**config.mk**
```make
export PLATFORM = sky130hd
export DESIGN_NAME = decoder_stage_controller_flat
export DESIGN_NICKNAME = d
export VERILOG_FILES = /design/src/rtl/decoder_stage_controller_if.sv /design/src/rtl/decoder_stage_controller.sv /design/src/flat_wrapper.sv
export SDC_FILE = /design/constraint.sdc
export NUM_CORES = 1
export LEC_CHECK = 0
export ABC_AREA = 1
export CAP_MARGIN = 0
export CORE_MARGIN = 2
export CORE_UTILIZATION = 37
export DETAILED_ROUTE_END_ITERATION = 8
export GPL_TIMING_DRIVEN = 0
export PLACE_DENSITY = 0.69
export SYNTH_ARGS = -nofsm -noshare
export SYNTH_HDL_FRONTEND = slang
export SYNTH_SLANG_ARGS = --single-unit
```
**constraint.sdc**
```tcl
create_clock -name clk -period 1.7 [get_ports clk]
set_clock_uncertainty 0.05 [all_clocks]
set_input_delay 0.51 -clock clk [delete_from_list [all_inputs] [get_ports clk]]
set_output_delay 0.51 -clock clk [all_outputs]
set_load 0.005 [all_outputs]
```
**src/rtl/decoder_stage_controller_if.sv**
```systemverilog
// +--------------------------------------------------------------------------+
// | decoder_stage_controller_if : stage encodings and controller <-> PE-array |
// | handshake bundle.                                          Revision: 1.0 |
// +--------------------------------------------------------------------------+
`default_nettype none

package decoder_stage_pkg;
   localparam int STAGE_WIDTH = 3;
   localparam logic [STAGE_WIDTH-1:0] STAGE_IDLE                = 3'd0;
   localparam logic [STAGE_WIDTH-1:0] STAGE_MEASUREMENT_LOADING = 3'd1;
   localparam logic [STAGE_WIDTH-1:0] STAGE_GROW                = 3'd2;
   localparam logic [STAGE_WIDTH-1:0] STAGE_MERGE               = 3'd3;
   localparam logic [STAGE_WIDTH-1:0] STAGE_RESULT_VALID        = 3'd4;
endpackage

interface decoder_stage_controller_if #(
   parameter int ITER_WIDTH  = 5,
   parameter int CYCLE_WIDTH = 16
);
   logic                                   measurements_valid;
   logic                                   measurements_ready;
   logic                                   busy_any;
   logic                                   odd_any;
   logic [decoder_stage_pkg::STAGE_WIDTH-1:0] global_stage;
   logic [ITER_WIDTH-1:0]                  iteration_count;
   logic                                   result_valid;
   logic                                   result_ack;
   logic                                   decode_error;
   logic [CYCLE_WIDTH-1:0]                 total_cycles;
   logic [CYCLE_WIDTH-1:0]                 merge_cycles;

   modport master (
      input  measurements_valid, busy_any, odd_any, result_ack,
      output measurements_ready, global_stage, iteration_count, result_valid,
             decode_error, total_cycles, merge_cycles
   );

   modport slave (
      output measurements_valid, busy_any, odd_any, result_ack,
      input  measurements_ready, global_stage, iteration_count, result_valid,
             decode_error, total_cycles, merge_cycles
   );
endinterface

`default_nettype wire

```
**src/rtl/decoder_stage_controller.sv**
```systemverilog
// +--------------------------------------------------------------------------+
// | decoder_stage_controller : global LOAD/GROW/MERGE/RESULT sequencer for the|
// | union-find PE array. Optional STAGE_CTRL_STATS_EN adds cycle statistics.  |
// |                                                            Revision: 1.0 |
// +--------------------------------------------------------------------------+
`default_nettype none

module decoder_stage_controller #(
   parameter int GROW_CYCLES     = 2,
   parameter int BUSY_PIPE_DEPTH = 1,
   parameter int MERGE_QUIET     = 3,
   parameter int MAX_ITERATIONS  = 31,
   parameter int ITER_WIDTH      = 5,
   parameter int CYCLE_WIDTH     = 16
) (
   input  wire logic                     clk,
   input  wire logic                     reset,
   decoder_stage_controller_if.master    bus
);
   import decoder_stage_pkg::*;

   localparam int SETTLE   = 2 + BUSY_PIPE_DEPTH;
   localparam int SETTLE_W = $clog2(SETTLE + 1);
   localparam int GROW_W   = $clog2(GROW_CYCLES + 1);
   localparam int QUIET_W  = $clog2(MERGE_QUIET + 1);

   typedef enum logic [2:0] {
      S_IDLE   = 3'd0,
      S_LOAD   = 3'd1,
      S_GROW   = 3'd2,
      S_MERGE  = 3'd3,
      S_RESULT = 3'd4
   } state_t;

   state_t                 state_q, state_d;
   logic [STAGE_WIDTH-1:0] stage_q, stage_d;
   logic                   load_second_q, load_second_d;
   logic [GROW_W-1:0]      grow_cnt_q, grow_cnt_d;
   logic [SETTLE_W-1:0]    settle_q, settle_d;
   logic [QUIET_W-1:0]     quiet_q, quiet_d;
   logic [QUIET_W-1:0]     quiet_next;
   logic [ITER_WIDTH-1:0]  iter_q, iter_d, iter_inc;
   logic                   ready_q, ready_d;
   logic                   result_valid_q, result_valid_d;
   logic                   error_q, error_d;

   function automatic logic [STAGE_WIDTH-1:0] stage_of(input state_t s);
      case (s)
         S_LOAD:   stage_of = STAGE_MEASUREMENT_LOADING;
         S_GROW:   stage_of = STAGE_GROW;
         S_MERGE:  stage_of = STAGE_MERGE;
         S_RESULT: stage_of = STAGE_RESULT_VALID;
         default:  stage_of = STAGE_IDLE;
      endcase
   endfunction

   always_comb begin
      state_d       = state_q;
      load_second_d = load_second_q;
      grow_cnt_d    = grow_cnt_q;
      settle_d      = settle_q;
      quiet_d       = quiet_q;
      iter_d        = iter_q;
      error_d       = error_q;
      ready_d       = 1'b0;
      quiet_next    = bus.busy_any ? '0 : quiet_q + 1'b1;
      iter_inc      = (iter_q == '1) ? iter_q : iter_q + 1'b1;

      case (state_q)
         S_IDLE: begin
            if (bus.measurements_valid) begin
               state_d       = S_LOAD;
               load_second_d = 1'b0;
               iter_d        = '0;
            end
         end
         S_LOAD: begin
            // Two loading cycles so the PEs see the stage despite their re-register lag
            if (!load_second_q) begin
               load_second_d = 1'b1;
               ready_d       = 1'b1;
            end else begin
               state_d    = S_GROW;
               grow_cnt_d = '0;
            end
         end
         S_GROW: begin
            if (grow_cnt_q == GROW_W'(GROW_CYCLES - 1)) begin
               state_d  = S_MERGE;
               settle_d = '0;
               quiet_d  = '0;
            end else begin
               grow_cnt_d = grow_cnt_q + 1'b1;
            end
         end
         S_MERGE: begin
            // busy_any is stale until the stage and OR-tree pipelines have flushed
            if (settle_q != SETTLE_W'(SETTLE)) begin
               settle_d = settle_q + 1'b1;
            end else begin
               quiet_d = quiet_next;
               if (quiet_next == QUIET_W'(MERGE_QUIET)) begin
                  iter_d = iter_inc;
                  if (!bus.odd_any) begin
                     state_d = S_RESULT;
                     error_d = 1'b0;
                  end else if (iter_inc == ITER_WIDTH'(MAX_ITERATIONS)) begin
                     state_d = S_RESULT;
                     error_d = 1'b1;
                  end else begin
                     state_d    = S_GROW;
                     grow_cnt_d = '0;
                  end
               end
            end
         end
         S_RESULT: begin
            if (bus.result_ack) begin
               state_d = S_IDLE;
               error_d = 1'b0;
            end
         end
         default: state_d = S_IDLE;
      endcase

      stage_d        = stage_of(state_d);
      result_valid_d = (state_d == S_RESULT);
   end

   always_ff @(posedge clk or posedge reset) begin
      if (reset) begin
         state_q        <= S_IDLE;
         stage_q        <= STAGE_IDLE;
         load_second_q  <= 1'b0;
         grow_cnt_q     <= '0;
         settle_q       <= '0;
         quiet_q        <= '0;
         iter_q         <= '0;
         ready_q        <= 1'b0;
         result_valid_q <= 1'b0;
         error_q        <= 1'b0;
      end else begin
         state_q        <= state_d;
         stage_q        <= stage_d;
         load_second_q  <= load_second_d;
         grow_cnt_q     <= grow_cnt_d;
         settle_q       <= settle_d;
         quiet_q        <= quiet_d;
         iter_q         <= iter_d;
         ready_q        <= ready_d;
         result_valid_q <= result_valid_d;
         error_q        <= error_d;
      end
   end

   assign bus.global_stage       = stage_q;
   assign bus.measurements_ready = ready_q;
   assign bus.iteration_count    = iter_q;
   assign bus.result_valid       = result_valid_q;
   assign bus.decode_error       = error_q;

`ifdef STAGE_CTRL_STATS_EN
   logic [CYCLE_WIDTH-1:0] total_q, total_d;
   logic [CYCLE_WIDTH-1:0] merge_cyc_q, merge_cyc_d;

   always_comb begin
      total_d     = total_q;
      merge_cyc_d = merge_cyc_q;
      if (state_q == S_IDLE && bus.measurements_valid) begin
         total_d     = '0;
         merge_cyc_d = '0;
      end else begin
         if ((state_q == S_LOAD || state_q == S_GROW || state_q == S_MERGE) && total_q != '1)
            total_d = total_q + 1'b1;
         if (state_q == S_MERGE && merge_cyc_q != '1)
            merge_cyc_d = merge_cyc_q + 1'b1;
      end
   end

   always_ff @(posedge clk or posedge reset) begin
      if (reset) begin
         total_q     <= '0;
         merge_cyc_q <= '0;
      end else begin
         total_q     <= total_d;
         merge_cyc_q <= merge_cyc_d;
      end
   end

   assign bus.total_cycles = total_q;
   assign bus.merge_cycles = merge_cyc_q;
`else
   assign bus.total_cycles = '0;
   assign bus.merge_cycles = '0;
`endif

endmodule

`default_nettype wire
```
**src/flat_wrapper.sv**
```systemverilog
// flat-port wrapper written by rule: the top's interface ports become plain ports
module decoder_stage_controller_flat import decoder_stage_pkg::*;
#(
   parameter int GROW_CYCLES     = 2,
   parameter int BUSY_PIPE_DEPTH = 1,
   parameter int MERGE_QUIET     = 3,
   parameter int MAX_ITERATIONS  = 31,
   parameter int ITER_WIDTH      = 5,
   parameter int CYCLE_WIDTH     = 16
)
  (clk, reset, bus_measurements_valid, bus_busy_any, bus_odd_any, bus_result_ack, bus_measurements_ready, bus_global_stage, bus_iteration_count, bus_result_valid, bus_decode_error, bus_total_cycles, bus_merge_cycles);
  decoder_stage_controller_if #(.ITER_WIDTH(ITER_WIDTH), .CYCLE_WIDTH(CYCLE_WIDTH)) bus_i ();
  input  wire logic clk;
  input  wire logic reset;
  input wire logic [$bits(bus_i.measurements_valid)-1:0] bus_measurements_valid;
  input wire logic [$bits(bus_i.busy_any)-1:0] bus_busy_any;
  input wire logic [$bits(bus_i.odd_any)-1:0] bus_odd_any;
  input wire logic [$bits(bus_i.result_ack)-1:0] bus_result_ack;
  output wire logic [$bits(bus_i.measurements_ready)-1:0] bus_measurements_ready;
  output wire logic [$bits(bus_i.global_stage)-1:0] bus_global_stage;
  output wire logic [$bits(bus_i.iteration_count)-1:0] bus_iteration_count;
  output wire logic [$bits(bus_i.result_valid)-1:0] bus_result_valid;
  output wire logic [$bits(bus_i.decode_error)-1:0] bus_decode_error;
  output wire logic [$bits(bus_i.total_cycles)-1:0] bus_total_cycles;
  output wire logic [$bits(bus_i.merge_cycles)-1:0] bus_merge_cycles;
  assign bus_i.measurements_valid = bus_measurements_valid;
  assign bus_i.busy_any = bus_busy_any;
  assign bus_i.odd_any = bus_odd_any;
  assign bus_i.result_ack = bus_result_ack;
  assign bus_measurements_ready = bus_i.measurements_ready;
  assign bus_global_stage = bus_i.global_stage;
  assign bus_iteration_count = bus_i.iteration_count;
  assign bus_result_valid = bus_i.result_valid;
  assign bus_decode_error = bus_i.decode_error;
  assign bus_total_cycles = bus_i.total_cycles;
  assign bus_merge_cycles = bus_i.merge_cycles;
  decoder_stage_controller #(.GROW_CYCLES(GROW_CYCLES), .BUSY_PIPE_DEPTH(BUSY_PIPE_DEPTH), .MERGE_QUIET(MERGE_QUIET), .MAX_ITERATIONS(MAX_ITERATIONS), .ITER_WIDTH(ITER_WIDTH), .CYCLE_WIDTH(CYCLE_WIDTH)) u_core (.clk(clk), .reset(reset), .bus(bus_i));
endmodule
```
==> out/results.ini, run 1 <==
[layout]
layout.nets=246
nFillCells=367
stdcell_count=284
post_route_cells_drive_above_1_share_pct=30.5
final_core_util_pct=51.7
area_delta_synth_final_pct=34.6
n_antenna_cell=0

[place]
gp_congestion=0.822
dp_hpwl_mm=1.83
pre_cts_slack_ps=-342
dp_cells=270
io_buffers=16

[global_routing]
grt_overflow_total=0
grt_pass1_vias=944
busiest_layer=met2
use_met3_pct=4.28
grt_pass1_wl_mm=4.06
grt_max_degree=22
gr-usage-met2_pct=21.3
grt.total_usage_pct=12.5
grtUsageMet1_pct=14.6
antenna_found_initial=0

[floorplan]
start_util_pct=38.4
core-area_um2=3630
die_y_um=65.4
die_width_um=65.4
fp-row-count=22
pin_count=49
die_area_um2=4270

[critical_path]
arrival_ps=1090
cp_slowest_cell=clkdlybuf4s50_1
crit_family=buffers and inverters
end_kind=output pin
start_kind=register
reg2reg_from=u_core.bus.iteration_count[0]
timing.critical_path.from=u_core.bus.result_valid
setup.worst_path.class=reg -> out
worstPathCellList=clkdlybuf4s50_1
crit_required_ps=1140
critPathMaxStageDelay_ps=490
crit_fanout=1
worst-path-buf-inv=1

[synthesis]
syn_inst=175
syn_area_um2=1390
synth.distinct_cells=25
yosys_warnings=0
synth.avg_cell_area_um2=7.96
ys_seq_area_share_pct=37.7
ys_ff_latch=21

[cts]
hold_buffers=0
cts.path.max_buffers=2
cts.sinks=21
cts.clk_slew.worst_paths_ps=80
cts_root_buf=clkbuf_8
clock_latency_ps=270
cts_tree=built
cts_made_buffers=3
htree_levels=1

[timing]
worst_pin_slew_ps=809
finalCritPeriodShare_pct=97.0
slew_headroom_pct=46.0
worst_slack_ps=51.7
holdWs_ps=428
period_minus_slack_ps=1650
max_freq_mhz=607
finalSetupViolations=0
hold_viol=0
drv_slew=0

[detailed_routing]
drt_iter0_markers=58
totalWireLength_mm=2.56
drc_errors=0
via_per_inst=4.02
first_pass_iters=4
vias=1141
antenna_left=0
wl_per_cell_um=9.00

[pwr]
p_leak_nw=1.14
power_density_nw_per_um2=1030
vdd_ir_drop_max_mv=0.621

[min_path]
min_path_type=reg -> reg
hold_start=u_core.grow_cnt_q[1]

[job]
max_cap_violations=0

[outcome]
status=finished, final reports clean

[layer usage]
layer / vias to the layer above / routed length (um)
li1: 607 / -
met1: 493 / 1100
met2: 36 / 1250
met3: 5 / 178
met4: 0 / 29
met5: - / 0
[synth_stat cells, drive strengths merged]
cell type   n  area, um^2
a21oi       6        30.0
buf        32         240
clkinv      1        5.00
conb        1        3.75
dfrtp      21         526
ha          3        37.5
inv        26        97.6
nand2      39         189
nand3      10        50.1
nand4       5        31.3
nor2       16        77.6
nor3        2        15.0
o211ai      2        15.0
o21ai       7        50.1
o21bai      1        7.51
o22ai       3        18.8
[cell usage in the layout, fill, tap and decap left out, types with 2 or more instances in the layout]
cell | netlist | final
buf_4 | 32 | 42
conb_1 | 1 | 32
nand2_1 | 30 | 27
inv_1 | 24 | 24
dfrtp_1 | 21 | 21
nor2_1 | 11 | 10
nand3_1 | 10 | 9
nand2_2 | 5 | 8
clkdlybuf4s50_1 | 0 | 8
a21oi_1 | 6 | 6
nand4_1 | 5 | 5
nor2_2 | 4 | 5
dlygate4sd2_1 | 0 | 5
nand2_4 | 4 | 4
o21ai_0 | 4 | 4
o22ai_1 | 3 | 3
clkbuf_8 | 0 | 3
dlymetal6s2s_1 | 0 | 3
inv_2 | 2 | 2
clkinv_2 | 1 | 2
o211ai_1 | 2 | 2
ha_1 | 3 | 2
[cells by family (layout without fill, tap and decap cells)]
logic type | count (synthesis) | in the layout | synth area share, %
adder cells (fa/ha/maj) | 3 | 3 | 2.69
AO/OA/AOI/OAI | 19 | 19 | 8.71
flip-flops | 21 | 21 | 37.7
AND/OR/NAND/NOR | 72 | 72 | 26.0
buffers and inverters | 59 | 89 | 24.6
other | 1 | 32 | 0.269
[cell type report]
type | count | area (um^2) | area share, %
buffer | 32 | 240 | 12.8
clock buffer | 3 | 41.3 | 2.20
clock inverter | 1 | 5.00 | 0.267
inverter | 27 | 103 | 5.47
multi-input combinational | 126 | 666 | 35.5
sequential | 21 | 526 | 28.0
tap | 48 | 60.1 | 3.20
timing repair buffer | 26 | 236 | 12.6
[where the power goes]
part | total [mW] | switching [mW] | internal (mW)
clock network | 0.338 | 0.174 | 0.164
logic | 0.874 | 0.478 | 0.396
registers | 0.719 | 0.0835 | 0.635
total | 1.93 | 0.736 | 1.19
[worst paths after layout]
check | to | slack (ps) | cells past startpoint
min | u_core.grow_cnt_q[1] | 430 | 2
min reg2reg | u_core.grow_cnt_q[1] | 430 | 2
max in group asynchronous | u_core.bus.iteration_count[4] | 450 | 2
max reg2reg | u_core.grow_cnt_q[1] | 110 | 10
min in group asynchronous | u_core.bus.iteration_count[2] | 640 | 2
max | bus_result_valid | 50 | 1
[through the flow]
step | TNS, ps | total power, mW | cell area [um^2]
floorplan | 0 | 1.33 | 1510
global placement | -1300 | 1.52 | 1730
detailed placement | -1190 | 1.53 | 1730
CTS | 0 | 1.93 | 1840
global route | -11.3 | 2.11 | 1880
finish | 0 | 1.93 | 1880
[sequential cells by signal (all words and copies together), names as in the netlist]
register,flops
u_core.settle_q,2
u_core.quiet_q,2
u_core.bus.decode_error,1
u_core.bus.iteration_count,5
u_core.grow_cnt_q,2
u_core.state_q,3
u_core.load_second_q,1
u_core.bus.global_stage,3
u_core.bus.result_valid,1
u_core.bus.measurements_ready,1
[timing repair]
action | CTS | global route
setup endpoints to repair | 7 | 11
resized for setup | 8 | 7
pin swaps | 3 | 1
buffers inserted | 7 | 3
Power figures use the tool's default switching activity.
==> run 2, diff against run 1 <==
Settings changed: ABC_AREA 1 to default.
==> out/results.ini, run 2 <==
[layout]
final_core_util_pct=53.1
stdcell_count=251
final_area_um2=1940
final_common_cell=buf_4
area_delta_synth_final_pct=37.8
post_route_cells_drive_above_1_share_pct=35.5
layout_common_cells=buf_4 (46), conb_1 (32), dfrtp_1 (18), nand2_1 (10), clkdlybuf4s50_1 (10)
n_antenna_cell=0
largest_reg_flops=5
layout.nets=213

[cts]
cts.clk_slew.worst_paths_ps=80
cts_root_buf=clkbuf_8
cts.path.max_buffers=2
clock_latency_ps=260
cts.sinks=21
hold_buffers=0
htree_levels=1
cts_tree=built
cts_made_buffers=3

[global_routing]
grt_overflow_total=0
busiest_layer=met2
gr-usage-met2_pct=21.0
grtUsageMet1_pct=17.5
grt_max_degree=22
use_met3_pct=3.60
grt.total_usage_pct=13.2
grt_pass1_wl_mm=4.35
antenna_found_initial=0
grt_pass1_vias=945

[pwr]
power_density_nw_per_um2=979
total_power_mw=1.90
vdd_ir_drop_max_mv=0.599
p_leak_nw=0.999

[floorplan]
die_area_um2=4320
die_y_um=65.7
pin_count=49
core-area_um2=3660
fp-row-count=22
die_width_um=65.7
start_util_pct=38.5

[min_path]
min_path_type=reg -> reg
min_path_cells=1
hold_end=u_core.bus.measurements_ready
hold_start=u_core.load_second_q

[place]
dp_cells=234
io_buffers=16
gp_congestion=0.807
dp_hpwl_mm=1.90
post_dp_cell_area_um2=1750
pre_cts_slack_ps=-469

[critical_path]
crit_required_ps=1140
crit_family=buffers and inverters
start_kind=register
worst-path-buf-inv=1
cp_slowest_cell=clkdlybuf4s50_1
end_kind=output pin
setup.worst_path.class=reg -> out
worstPathCellList=clkdlybuf4s50_1
regToRegSetupSlack_ps=80
arrival_ps=1120
reg2reg_depth=7
critPathMaxStageDelay_ps=500
cp.depth=1
crit_fanout=2
reg2reg_from=u_core.bus.iteration_count[3]
rr_endpoint=u_core.grow_cnt_q[0]

[timing]
finalCritPeriodShare_pct=98.9
drv_slew=0
hold_viol=0
period_minus_slack_ps=1680
slew_headroom_pct=46.1
finalSetupViolations=0
tns_ps=0
worst_slack_ps=19.2
worst_pin_slew_ps=807
holdWs_ps=430
max_freq_mhz=595

[detailed_routing]
first_pass_iters=5
antenna_left=0
via_per_inst=4.42
drc_errors=0
totalWireLength_mm=2.74
drt_iter0_markers=52
vias=1109
wl_per_cell_um=10.9

[synthesis]
synth_edf_count=0
ys_ff_latch=21
yosys-top-cells-area=dfrtp_1 (37%), buf_4 (18%), o21ai_0 (3.2%)
synth_top_cell_by_area=dfrtp_1
syn_area_um2=1410
synth.distinct_cells=43
synth.avg_cell_area_um2=10.1
yosys_warnings=0
synth_ff_type=dfrtp_1
yosysTopAreaCellShare_pct=37.3
ys_seq_area_share_pct=37.3
synth_commonest_cells=buf_4 (33), dfrtp_1 (21), nand2_1 (10)
async_flop_share_pct=100
syn_inst=139
synth_most_common_cell=buf_4

[job]
max_cap_violations=0

[outcome]
status=finished, final reports clean

[run 2: changes by cell type in the layout (fill, tap and decap cells not counted), moves of 4 or more]
cell and delta:
buf_4 +4, inv_1 -21, nand2_1 -17, nand2_2 -8
nand2_4 -4, nand3_1 -6, nand4_1 -4, nor2_1 -5
nor2_2 -5, o21ai_0 +4
[run 2: worst max path at each step]
stage / endpoint / slack (ps) / startpoint
global route: bus_iteration_count[4] / -20 / u_core.bus.iteration_count[4]
detailed placement: u_core.grow_cnt_q[0] / -470 / bus_busy_any
floorplan: u_core.bus.decode_error / 160 / u_core.bus.iteration_count[0]
finish: bus_iteration_count[4] / 20 / u_core.bus.iteration_count[4]
CTS: u_core.grow_cnt_q[1] / -0.3 / bus_measurements_valid
global placement: u_core.grow_cnt_q[1] / -490 / bus_busy_any
[run 2: repair_timing]
item                                   4_1_cts  5_1_grt
endpoints found under the hold margin        0        0
gates resized for setup                     10        7
setup endpoints to repair                   17       10
pin swaps                                    0        1
setup buffers                                7        6
[run 2: kinds of logic after synthesis]
family,Yosys count,share of synthesized area [%]
simple gates,41,20.8
buf+inv,38,20.0
mux,5,3.73
other cells,1,0.266
xor+xnor,1,0.621
flops,21,37.3
compound gates,29,14.7
fa+ha+maj,3,2.66
[run 2: power breakdown]
group / internal [mW] / total, mW / switching (mW)
combinational: 0.456 / 0.822 / 0.366
sequential: 0.631 / 0.751 / 0.120
clock: 0.163 / 0.329 / 0.166
[run 2: metal layers]
layer | vias up | routed length, um | part of all wire (%)
met5 | - | 0 | 0
met4 | 0 | 27 | 0.99
met3 | 6 | 209 | 7.6
met2 | 53 | 1330 | 49
met1 | 487 | 1170 | 43
li1 | 563 | - | -
[run 2: cell type report]
cell class / count / area [um^2]
plain buffers: 35 / 270
clock buffers: 3 / 41.3
clock inverters: 1 / 5.00
fillers: 332 / 1720
inverters: 3 / 11.3
multi-input cells: 111 / 764
flip-flops and latches: 21 / 529
well taps: 48 / 60.1
repair buffers: 29 / 262
